$ cat src/rtl/activation_skew_feeder_if.sv
// Bundle between the activation memory, the tile sequencer and the array.
// master: sequencer/memory side (start, read data); slave: the feeder.
interface activation_skew_feeder_if #(
    parameter int SIZE   = 8,
    parameter int ACT_W  = 7,
    parameter int ADDR_W = $clog2(SIZE)
);
    logic                  start;
    logic                  Rd_en;
    logic [ADDR_W-1:0]     Rd_Addr;
    logic [SIZE*ACT_W-1:0] Activation_in;
    logic [SIZE*ACT_W-1:0] Act_out;
    logic [SIZE-1:0]       Act_valid;
    logic                  busy;
    logic                  done;

    modport master (
        output start,
        output Activation_in,
        input  Rd_en,
        input  Rd_Addr,
        input  Act_out,
        input  Act_valid,
        input  busy,
        input  done
    );

    modport slave (
        input  start,
        input  Activation_in,
        output Rd_en,
        output Rd_Addr,
        output Act_out,
        output Act_valid,
        output busy,
        output done
    );
endinterface

$ cat src/rtl/activation_skew_feeder.sv
// Reads one SIZE x SIZE activation tile and skews lane k by k cycles.
// Ports: clk, rst_n (sync, active low), bus (slave: start/read port/array side).
module activation_skew_feeder #(
    parameter int SIZE   = 8,
    parameter int ACT_W  = 7,
    parameter int ADDR_W = $clog2(SIZE)
) (
    input logic clk,
    input logic rst_n,
    activation_skew_feeder_if.slave bus
);
    typedef enum logic [1:0] {
        IDLE,
        READ,
        DRAIN,
        DONE
    } state_t;

    state_t            state;
    state_t            state_nxt;
    logic [ADDR_W-1:0] addr;
    logic [ADDR_W-1:0] addr_nxt;
    logic              rd_tag;

    logic [ACT_W-1:0]  lane_o [SIZE];
    logic              lane_v [SIZE];
    logic              lane_p [SIZE];
    logic              pend;

    always_ff @(posedge clk) begin
        if (!rst_n) begin
            state  <= IDLE;
            addr   <= '0;
            rd_tag <= 1'b0;
        end else begin
            state  <= state_nxt;
            addr   <= addr_nxt;
            // tag lines up with the read data one cycle later
            rd_tag <= (state == READ);
        end
    end

    always_comb begin
        state_nxt = state;
        addr_nxt  = addr;
        unique case (state)
            IDLE: begin
                if (bus.start) state_nxt = READ;
            end
            READ: begin
                if (addr == ADDR_W'(SIZE - 1)) begin
                    state_nxt = DRAIN;
                    addr_nxt  = '0;
                end else begin
                    addr_nxt = addr + ADDR_W'(1);
                end
            end
            DRAIN: begin
                // nothing in flight except the word on the outputs now
                if (!rd_tag && !pend) state_nxt = DONE;
            end
            DONE: begin
                state_nxt = IDLE;
            end
            default: state_nxt = IDLE;
        endcase
    end

    for (genvar k = 0; k < SIZE; k++) begin : g_lane
        logic [ACT_W-1:0] d [0:k];
        logic [ACT_W-1:0] din;

        assign din = rd_tag ? bus.Activation_in[k*ACT_W +: ACT_W] : '0;

        if (k == 0) begin : g_head
            logic v;
            always_ff @(posedge clk) begin
                if (!rst_n) begin
                    v    <= 1'b0;
                    d[0] <= '0;
                end else begin
                    v    <= rd_tag;
                    d[0] <= din;
                end
            end
            assign lane_v[k] = v;
            assign lane_p[k] = 1'b0;
        end else begin : g_tail
            logic [k:0] v;
            always_ff @(posedge clk) begin
                if (!rst_n) begin
                    v <= '0;
                    for (int i = 0; i <= k; i++) d[i] <= '0;
                end else begin
                    v    <= {v[k-1:0], rd_tag};
                    d[0] <= din;
                    for (int i = k; i > 0; i--) d[i] <= d[i-1];
                end
            end
            assign lane_v[k] = v[k];
            assign lane_p[k] = |v[k-1:0];
        end

        assign lane_o[k] = lane_v[k] ? d[k] : '0;
    end

    always_comb begin
        bus.Act_out   = '0;
        bus.Act_valid = '0;
        pend          = 1'b0;
        for (int k = 0; k < SIZE; k++) begin
            bus.Act_out[k*ACT_W +: ACT_W] = lane_o[k];
            bus.Act_valid[k]              = lane_v[k];
            pend                          = pend | lane_p[k];
        end
    end

    assign bus.Rd_en   = (state == READ);
    assign bus.Rd_Addr = addr;
    assign bus.busy    = (state == READ) || (state == DRAIN);
    assign bus.done    = (state == DONE);
endmodule
$ cat src/flat_wrapper.sv
// flat-port wrapper written by rule: the top's interface ports become plain ports
module activation_skew_feeder_flat 
#(
    parameter int SIZE   = 8,
    parameter int ACT_W  = 7,
    parameter int ADDR_W = $clog2(SIZE)
)
  (clk, rst_n, bus_start, bus_Activation_in, bus_Rd_en, bus_Rd_Addr, bus_Act_out, bus_Act_valid, bus_busy, bus_done);
  activation_skew_feeder_if #(.SIZE(SIZE), .ACT_W(ACT_W), .ADDR_W(ADDR_W)) bus_i ();
  input logic clk;
  input logic rst_n;
  input wire logic [$bits(bus_i.start)-1:0] bus_start;
  input wire logic [$bits(bus_i.Activation_in)-1:0] bus_Activation_in;
  output wire logic [$bits(bus_i.Rd_en)-1:0] bus_Rd_en;
  output wire logic [$bits(bus_i.Rd_Addr)-1:0] bus_Rd_Addr;
  output wire logic [$bits(bus_i.Act_out)-1:0] bus_Act_out;
  output wire logic [$bits(bus_i.Act_valid)-1:0] bus_Act_valid;
  output wire logic [$bits(bus_i.busy)-1:0] bus_busy;
  output wire logic [$bits(bus_i.done)-1:0] bus_done;
  assign bus_i.start = bus_start;
  assign bus_i.Activation_in = bus_Activation_in;
  assign bus_Rd_en = bus_i.Rd_en;
  assign bus_Rd_Addr = bus_i.Rd_Addr;
  assign bus_Act_out = bus_i.Act_out;
  assign bus_Act_valid = bus_i.Act_valid;
  assign bus_busy = bus_i.busy;
  assign bus_done = bus_i.done;
  activation_skew_feeder #(.SIZE(SIZE), .ACT_W(ACT_W), .ADDR_W(ADDR_W)) u_core (.clk(clk), .rst_n(rst_n), .bus(bus_i));
endmodule
$ cat config.mk
export PLATFORM = sky130hd
export DESIGN_NAME = activation_skew_feeder_flat
export DESIGN_NICKNAME = d
export VERILOG_FILES = /design/src/rtl/activation_skew_feeder_if.sv /design/src/rtl/activation_skew_feeder.sv /design/src/flat_wrapper.sv
export SDC_FILE = /design/constraint.sdc
export NUM_CORES = 1
export LEC_CHECK = 0
export CAP_MARGIN = 20
export CORE_MARGIN = 5
export CORE_UTILIZATION = 55
export CTS_CLUSTER_DIAMETER = 200
export DETAILED_ROUTE_END_ITERATION = 10
export GPL_ROUTABILITY_DRIVEN = 0
export PLACE_DENSITY = 0.86
export SYNTH_ARGS = -nofsm -noshare
export SYNTH_HDL_FRONTEND = slang
export SYNTH_SLANG_ARGS = --single-unit
export TNS_END_PERCENT = 1
$ cat constraint.sdc
create_clock -name clk -period 3.9 [get_ports clk]
set_clock_uncertainty 0.2 [all_clocks]
set_input_delay 0.78 -clock clk [delete_from_list [all_inputs] [get_ports clk]]
set_output_delay 0.78 -clock clk [all_outputs]
set_load 0.01 [all_outputs]
==> metrics.yaml <==
outcome: "completed"
cp_max_fo: 10
hold_viol_final: 0
die_x_um: 128
clk_pin_slew_worst_paths_ns: 0.06
die_y_um: 128
avgSynthCellArea_sq_um: 11.8
tightest_slew_ns: 0.739
r2r_cells: 4
firstDrtPassIters: 4
hold_buffers: 0
diodes: 0
rsz0062_at_grt: "no"
synth_cell_types: 22
syn_inst: 649
rr_endpoint: "u_core.state[1]"
clk-insertion-delay-late_ns: 0.49
cts_htree_levels: 1
hpwl_mm: 8.33
final_cell_mix: "266 x dfxtp_1, 253 x and2_1, 127 x clkdlybuf4s50_1"
clkSinkCount: 266
arrival_ns: 1.88
start_util_pct: 55.8
maxCapViolations: 0
slew_headroom_pct: 50.8
grt_max_degree: 158
hold_path_class: "reg -> reg"
syn-cell-area_sq_mm: 0.00769
ys_seq_area_share_pct: 69.2
synth_seq_cells: 266
via_count: 4322
cp.required_ns: 2.92
drv_slew: 0
drt-wirelength-per-cell_um: 12.9
critPathKind: "reg -> out"
grt_overflow: 0
cts_buffer_depth: 3
numCtsBuffers: 24
holdPathEnd: "u_core.g_lane[4].d[0][34]"
num-nets-final: 836
crit_family: "flip-flops"
fin_crit_sh_pct: 73.4
cts-root-buf: "clkbuf_16"
rr_startpoint: "u_core.g_lane[7].g_tail.v[3]"
dp.cells: 925
post-route-min-period_ns: 2.86
setup-tns-final_ns: 0
area_delta_synth_final_pct: 28.4
grt_pass1_wl_mm: 20.7
crit_chain: "and2_1, clkdlybuf4s50_1"
rows: 43
ctsResizeCount: 0
hold_start: "u_core.g_lane[4].d[0][27]"
timing.critical_path.buf_inv: 1
start_kind: "flip-flop"
coreArea_sq_mm: 0.0138
cts_tree: "built"
antenna_left: 0
cts_setup_buffers: 0
p_leak_uw: 0.00426
grt_pass1_vias: 4409
irDropWorstVdd_uv: 437
r2r_slack_ns: 2.18
slowest_delay_ns: 0.65
critPathCaptureType: "output port"
drc: 0
syn_nets: 714
hold_depth: 1
pin_count: 129
layout_commonest_cell: "dfxtp_1"
fmax_mhz: 349
vias_per_cell: 4.47
slowest_stage: "dfxtp_1"
setup_viol: 0
antenna_found_initial: 0
final_cells: 967
routed_wl_mm: 12.5
drive_gt1_share_pct: 7.62
dieArea_sq_mm: 0.0164
n_fill_cell: 945
p_per_area_mw_per_mm2: 553
ys_warn_count: 0
drt_iter0_drc: 186
grt_util_all_layers_pct: 15.4
io_buffers: 128
worst max path at each step:
stage          slack [ns]              end  cells after the start                          from
2_1_floorplan        2.19         bus_busy                      2               u_core.state[0]
3_3_place_gp         1.48  bus_Act_out[26]                      2  u_core.g_lane[7].g_tail.v[3]
3_5_place_dp         1.46  bus_Act_out[26]                      2  u_core.g_lane[7].g_tail.v[3]
4_1_cts              0.94  bus_Act_out[21]                      2  u_core.g_lane[7].g_tail.v[3]
5_1_grt              0.90  bus_Act_out[27]                      2  u_core.g_lane[7].g_tail.v[3]
6_report             1.04  bus_Act_out[21]                      2  u_core.g_lane[7].g_tail.v[3]
metrics by stage:
stage | power [uW] | cell area, sq um | setup WS (ns) | hold WS [ns] | util, %
after floorplan | 3130 | 7690 | 2.19 | 0.212 | -
after global placement | 3260 | 9090 | 1.48 | 0.214 | 66.0
after detailed placement | 3290 | 9090 | 1.46 | 0.217 | 66.0
after CTS | 5530 | 9870 | 0.939 | 0.231 | 71.7
after global routing | 5690 | 9870 | 0.899 | 0.236 | 71.7
final | 5460 | 9870 | 1.04 | 0.222 | 71.7
worst reg2reg max path, stage by stage, from the launching register on:
cell      delay [ns]
dfxtp_1         0.48
or4_1           0.57
o21ai_2         0.17
a21o_2          0.16
a21boi_2        0.05
registers in the layout (all words and copies together), names as in the netlist:
signal	cells
u_core.state	2
u_core.rd_tag	1
u_core.bus.Rd_Addr	3
u_core.g_lane.g_tail.v	8
u_core.g_lane.d	252
layer usage:
metal / up-vias / wire length (um) / GRT usage [%]
li1: 2254 / - / -
met1: 1937 / 5210 / 18.2
met2: 105 / 6230 / 27.4
met3: 26 / 678 / 3.50
met4: 0 / 372 / 5.49
met5: - / 0 / 0
final cells by class:
type	instances	area [sq um]	area share (%)
sequential	266	5330	53.9
inverter	4	15.0	0.152
timing repair buffer	132	1310	13.3
multi-input combinational	343	2210	22.4
tap	180	225	2.28
clock inverter	12	87.6	0.887
clock buffer	30	694	7.04
report_power, final:
| group | leakage [uW] | internal [uW] | switching, uW |
|---|---|---|---|
| logic | 0.00172 | 193 | 181 |
| clock network | 0.000397 | 1320 | 910 |
| registers | 0.00215 | 2810 | 38.8 |
logic make-up (layout without fill, tap and decap cells):
logic type                 count (synthesis)  after routing  share of synthesized area, %
AOI/OAI and AO/OA                          8              8                         0.879
and+or+nand+nor                          328            328                          26.8
buffers and inverters                     40            178                          2.00
muxes                                      1              1                         0.130
DFF                                      266            266                          69.2
adders and majority gates                  6              6                         0.976
synth_stat cells:
master    count  area [sq um]
buf_4         1          7.51
dfxtp_1     266          5330
o21ai_2       1          8.76
or4_4         1          11.3
a21boi_2      1          11.3
nor2b_1       4          25.0
ha_1          6          75.1
nor2_1        1          3.75
a21oi_4       1          16.3
or4_1         1          7.51
nand3_1       1          5.00
a21o_2        1          8.76
inv_1         4          15.0
and3_1       56           350
nor3_1        1          5.00
nand2_1       2          7.51
and2_1      253          1580
clkbuf_1     35           131
and2_2        8          60.1
o31ai_1       1          7.51
a21oi_1       3          15.0
mux2i_1       1          10.0
(Power assumes the default switching activity.)
